## config.mk

```make
export PLATFORM = sky130hd
export DESIGN_NAME = uart_tx_arbiter
export DESIGN_NICKNAME = d
export VERILOG_FILES = /design/src/rtl/uart_tx_arbiter.sv
export SDC_FILE = /design/constraint.sdc
export NUM_CORES = 1
export LEC_CHECK = 0
export ABC_AREA = 0
export CAP_MARGIN = 20
export CORE_MARGIN = 2
export CORE_UTILIZATION = 31
export DETAILED_ROUTE_END_ITERATION = 10
export PLACE_DENSITY_LB_ADDON = 0.25
export SKIP_CTS_REPAIR_TIMING = 1
export SYNTH_ARGS = -nofsm -noshare
export SYNTH_HDL_FRONTEND = slang
export SYNTH_SLANG_ARGS = --single-unit
```

## constraint.sdc

```tcl
create_clock -name clk -period 2.3 [get_ports clk]
set_input_delay 0.345 -clock clk [delete_from_list [all_inputs] [get_ports clk]]
set_output_delay 0.345 -clock clk [all_outputs]
set_load 0.1 [all_outputs]
```

## src/rtl/uart_tx_arbiter.sv

```systemverilog
// Round-robin arbiter sharing one uart_tx between NUM_REQ byte producers.
// Define UART_ARB_FIXED_PRIO_EN for strict lowest-index-wins priority instead of round-robin.
module uart_tx_arbiter #(
    parameter int NUM_REQ      = 4,
    parameter int BUSY_TIMEOUT = 15
) (
    input  logic                       clk,
    input  logic                       rst,
    input  logic [NUM_REQ-1:0]         req_valid,
    input  logic [8*NUM_REQ-1:0]       req_data,
    output logic [NUM_REQ-1:0]         req_ready,
    output logic                       tx_start,
    output logic [7:0]                 tx_data,
    input  logic                       tx_busy,
    output logic [$clog2(NUM_REQ)-1:0] grant_id,
    output logic                       arb_active,
    output logic                       timeout_err
);

    localparam int ID_W  = $clog2(NUM_REQ);
    localparam int CNT_W = $clog2(BUSY_TIMEOUT + 1);

    typedef enum logic [1:0] {
        IDLE,
        GRANT,
        WAIT_BUSY,
        WAIT_DONE
    } state_t;

    state_t             state_q, state_d;
    logic [CNT_W-1:0]   cnt_q, cnt_d;
    logic [NUM_REQ-1:0] req_ready_q, req_ready_d;
    logic               tx_start_q, tx_start_d;
    logic [7:0]         tx_data_q, tx_data_d;
    logic [ID_W-1:0]    grant_id_q, grant_id_d;
    logic               arb_active_q, arb_active_d;
    logic               timeout_err_q, timeout_err_d;
`ifndef UART_ARB_FIXED_PRIO_EN
    logic [ID_W-1:0]    rr_ptr_q, rr_ptr_d;
`endif

    logic [7:0]         req_bytes [NUM_REQ];
    logic               any_valid;
    logic [ID_W-1:0]    win_id;
    logic [7:0]         win_data;
    logic               timeout_hit;

    for (genvar g = 0; g < NUM_REQ; g++) begin : g_bytes
        assign req_bytes[g] = req_data[8*g +: 8];
    end

    // Winner: first valid requester found searching upward from the start index, wrapping at NUM_REQ.
    always_comb begin
        int              base;
        int              idx;
        logic [ID_W-1:0] idx_w;
        // NOTE: every combinational output gets a default first so no path leaves it unassigned (no latch).
        any_valid = 1'b0;
        win_id    = '0;
        win_data  = '0;
        idx_w     = '0;
`ifdef UART_ARB_FIXED_PRIO_EN
        base = 0;
`else
        base = int'(rr_ptr_q);
`endif
        for (int k = 0; k < NUM_REQ; k++) begin
            idx = base + k;
            if (idx >= NUM_REQ) begin
                idx = idx - NUM_REQ;
            end
            idx_w = ID_W'(idx);
            if (!any_valid && req_valid[idx_w]) begin
                any_valid = 1'b1;
                win_id    = idx_w;
                win_data  = req_bytes[idx_w];
            end
        end
    end

    assign timeout_hit = (cnt_q == CNT_W'(BUSY_TIMEOUT - 1));

    // NOTE: sequential state uses non-blocking assignments so every flop samples pre-edge values.
    always_ff @(posedge clk or posedge rst) begin
        if (rst) begin
            state_q <= IDLE;
        end else begin
            state_q <= state_d;
        end
    end

    always_comb begin
        state_d = state_q;
        case (state_q)
            IDLE: begin
                if (!tx_busy && any_valid) begin
                    state_d = GRANT;
                end
            end
            GRANT: begin
                state_d = WAIT_BUSY;
            end
            WAIT_BUSY: begin
                if (tx_busy) begin
                    state_d = WAIT_DONE;
                end else if (timeout_hit) begin
                    state_d = IDLE;
                end
            end
            WAIT_DONE: begin
                if (!tx_busy) begin
                    state_d = IDLE;
                end
            end
            default: state_d = IDLE;
        endcase
    end

    // Registered outputs; tx_data and grant_id only change on a grant.
    always_comb begin
        req_ready_d   = '0;
        tx_start_d    = 1'b0;
        timeout_err_d = 1'b0;
        tx_data_d     = tx_data_q;
        grant_id_d    = grant_id_q;
        cnt_d         = cnt_q;
        arb_active_d  = (state_d != IDLE);
`ifndef UART_ARB_FIXED_PRIO_EN
        rr_ptr_d      = rr_ptr_q;
`endif
        case (state_q)
            IDLE: begin
                cnt_d = '0;
                if (!tx_busy && any_valid) begin
                    req_ready_d[win_id] = 1'b1;
                    tx_data_d           = win_data;
                    grant_id_d          = win_id;
`ifndef UART_ARB_FIXED_PRIO_EN
                    if (win_id == ID_W'(NUM_REQ - 1)) begin
                        rr_ptr_d = '0;
                    end else begin
                        rr_ptr_d = win_id + ID_W'(1);
                    end
`endif
                end
            end
            GRANT: begin
                tx_start_d = 1'b1;
                cnt_d      = '0;
            end
            WAIT_BUSY: begin
                if (tx_busy) begin
                    cnt_d = '0;
                end else if (timeout_hit) begin
                    timeout_err_d = 1'b1;
                    cnt_d         = '0;
                end else begin
                    cnt_d = cnt_q + CNT_W'(1);
                end
            end
            WAIT_DONE: begin
                cnt_d = '0;
            end
            default: cnt_d = '0;
        endcase
    end

    always_ff @(posedge clk or posedge rst) begin
        if (rst) begin
            cnt_q         <= '0;
            req_ready_q   <= '0;
            tx_start_q    <= 1'b0;
            tx_data_q     <= '0;
            grant_id_q    <= '0;
            arb_active_q  <= 1'b0;
            timeout_err_q <= 1'b0;
`ifndef UART_ARB_FIXED_PRIO_EN
            rr_ptr_q      <= '0;
`endif
        end else begin
            cnt_q         <= cnt_d;
            req_ready_q   <= req_ready_d;
            tx_start_q    <= tx_start_d;
            tx_data_q     <= tx_data_d;
            grant_id_q    <= grant_id_d;
            arb_active_q  <= arb_active_d;
            timeout_err_q <= timeout_err_d;
`ifndef UART_ARB_FIXED_PRIO_EN
            rr_ptr_q      <= rr_ptr_d;
`endif
        end
    end

    assign req_ready   = req_ready_q;
    assign tx_start    = tx_start_q;
    assign tx_data     = tx_data_q;
    assign grant_id    = grant_id_q;
    assign arb_active  = arb_active_q;
    assign timeout_err = timeout_err_q;

endmodule
```

==> results.py <==
metrics = {
    "critical_path": {
        "critPathCaptureType": "register",
        "worst_ep_required_time_ns": 2.47,
        "path_max_fanout": 9,
        "crit_chain": "clkdlybuf4s50_1 -> or3b_1 -> o32a_2 -> mux2i_4 -> a21oi_1 -> o31ai_2",
        "critPathBufInv": 1,
        "start_kind": "primary input",
        "critPathTopFamily": "compound AO/OA/AOI/OAI gates",
        "cp_slowest_cell": "clkdlybuf4s50_1",
        "arrival_ns": 2.30,
        "max_stage_delay_ns": 0.62,
        "path_class": "primary input to register",
    },
    "timing": {
        "setup_viol": 0,
        "tns_ns": 0,
        "skew_ns": 0.00517,
        "tightest_slew_ns": 0.651,
        "max_freq_ghz": 0.469,
        "drv_slew": 0,
        "finalWorstSetupSlack_ns": 0.169,
        "maxSlewHeadroom_pct": 56.5,
        "finalHoldViolations": 0,
        "period_share_pct": 92.6,
        "fin_crit_ns": 2.13,
        "rsz0062_at_grt": "false",
    },
    "global_route": {
        "antenna_found_initial": 0,
        "grt_pass1_vias": 2131,
        "grt_max_degree": 27,
        "grt-ovfl-total": 0,
        "grtUsageTotal_pct": 17.0,
        "grt_first_pass_wirelength_um": 10500,
    },
    "clocking": {
        "h-tree-depth": 1,
        "insertion_delay_ns": 0.26,
        "root_buffer": "clkbuf_8",
        "cts_tree": "built",
        "clockBufferDepth": 2,
        "path_clk_slew_ns": 0.09,
        "cts.sink_count": 25,
        "cts-buffers-inserted": 3,
    },
    "drt": {
        "wl_per_cell_um": 15.6,
        "ant_nets": 0,
        "detail_route.vias_per_cell": 5.30,
        "drc": 0,
        "drt-total-wl_um": 6330,
        "first_pass_iters": 4,
        "vias": 2153,
        "drt_iter0_markers": 94,
    },
    "yosys": {
        "syn_area_per_cell_um2": 8.85,
        "yosys_warnings": 0,
        "synthDistinctLibCells": 47,
        "yosys.area.top_type_share_pct": 28.6,
        "synth_edf_count": 0,
        "postSynthNetCount": 292,
        "synth_area_leaders": "dfrtp_1 (29%), mux2i_1 (11%), a221oi_1 (6.4%), o21ai_0 (4.6%), mux2_2 (4.1%)",
        "synth_top_area_cell": "dfrtp_1",
        "syn_inst": 247,
        "async_reset_ff_share_pct": 100,
        "synth_flop_cell": "dfrtp_1",
        "ys_ff_latch": 25,
        "yosysSeqAreaShare_pct": 28.6,
        "netlist_area_um2": 2190,
    },
    "cells_and_area": {
        "multi_input_comb_area_um2": 1420,
        "layout-drive-gt1-share_pct": 22.3,
        "instances_no_fill": 406,
        "nets": 356,
        "fin_util_pct": 43.2,
        "final_cell_mix": "buf_4 (41), clkdlybuf4s50_1 (38), mux2i_1 (24), dfrtp_1 (24), o21ai_0 (20)",
        "mostFrequentLayoutCell": "buf_4",
        "ff_latch_area_um2": 627,
        "fillers": 681,
        "antennaDiodeCount": 0,
        "syn2layout_area_growth_pct": 34.3,
    },
    "place": {
        "gp_congestion": 0.905,
        "hpwl_um": 4890,
        "portBuffers": 55,
        "pre_cts_slack_ns": -0.0816,
        "dpl.cell_count": 402,
    },
    "floorplan": {
        "pin_count": 56,
        "rows": 30,
        "start_util_pct": 32.2,
        "die_w_um": 88.0,
        "core_area_um2": 6790,
        "fp.dieH_um": 88.0,
        "die_area_um2": 7740,
    },
    "run_status": {
        "status": "completed",
    },
    "power_and_ir_drop": {
        "ir_drop_mv": 0.742,
        "p_per_area_nw_per_um2": 1210,
        "p_total_mw": 3.54,
        "p_leak_nw": 1.21,
    },
    "hold_path": {
        "hold_path_class": "primary input to async pin",
    },
    "run": {
        "drv_cap": 0,
    },
}
[cell usage after synthesis, drive strengths merged, types with 2 or more instances]
master  instances
o32a            2
dfrtp          25
o31ai           7
mux2i          25
a211oi          5
buf            14
a22oi           6
nand3           3
o21ai          20
nand2          15
clkbuf          6
a21oi          13
mux2            8
or3b            2
a31oi           4
o22ai           8
nor2           19
nand2b          4
inv             8
ha              6
nor3            3
or2             2
nand3b          2
nor2b           3
a221oi         16
and2            8
or3             2
[sequential cells by signal, summed over array words and instances, names as in the netlist]
name	count
rr_ptr_q	2
req_ready	4
arb_active	1
cnt_q	4
tx_data	8
grant_id	2
tx_start	1
state_q	2
timeout_err	1
[report_power, final]
group          switching [mW]  internal [mW]
Combinational            1.67          0.875
Clock                   0.136          0.121
Sequential              0.151          0.586
Total                    1.96           1.58
[metal layers]
layer	up-vias	wire length (um)	track usage, %
met5	-	0	0
met4	0	57	2.38
met3	6	275	2.17
met2	53	3150	30.4
met1	1030	2860	22.4
li1	1064	-	-
[area by class of cell]
class / instances / share of cell area, %
clock inverter: 1 / 0.171
timing repair buffer: 79 / 23.4
inverter: 8 / 1.02
multi-input combinational: 194 / 48.5
sequential: 25 / 21.4
clock buffer: 3 / 1.41
tap: 96 / 4.09
[worst min-delay path: cells and delay by family]
kind | cells | cell delay, ns
buf+inv | 3 | 0.74
[through the flow]
stage / hold slack [ns] / area (um2)
3_5_place_dp: 0.470 / 2890
5_1_grt: 0.468 / 2940
3_3_place_gp: 0.468 / 2890
2_1_floorplan: 0.372 / 2190
4_1_cts: 0.437 / 2930
6_report: 0.423 / 2940
[worst paths after layout]
check                                             start                      end  slack (ns)  depth (start not counted)
worst min-delay path                                rst  rr_ptr_q[0]$_DFFE_PP0P_        0.42                          3
min in group clk                grant_id[1]$_DFFE_PP0P_  grant_id[1]$_DFFE_PP0P_        0.48                          2
max in group asynchronous                           rst  rr_ptr_q[1]$_DFFE_PP0P_        1.62                          3
worst max register to register  rr_ptr_q[1]$_DFFE_PP0P_   tx_data[0]$_DFFE_PP0P_        0.22                          5
worst max-delay path                       req_valid[2]   tx_data[0]$_DFFE_PP0P_        0.17                          6
worst min register to register  grant_id[1]$_DFFE_PP0P_  grant_id[1]$_DFFE_PP0P_        0.48                          2
[cell families after synthesis]
family	synth area share (%)
AO/OA/AOI/OAI	29.1
XOR/XNOR	0.802
adder cells (fa/ha/maj)	3.43
buffers and inverters	6.30
flip-flops	28.6
multiplexers	16.1
AND/OR/NAND/NOR	15.6
Power figures use the tool's default switching activity.
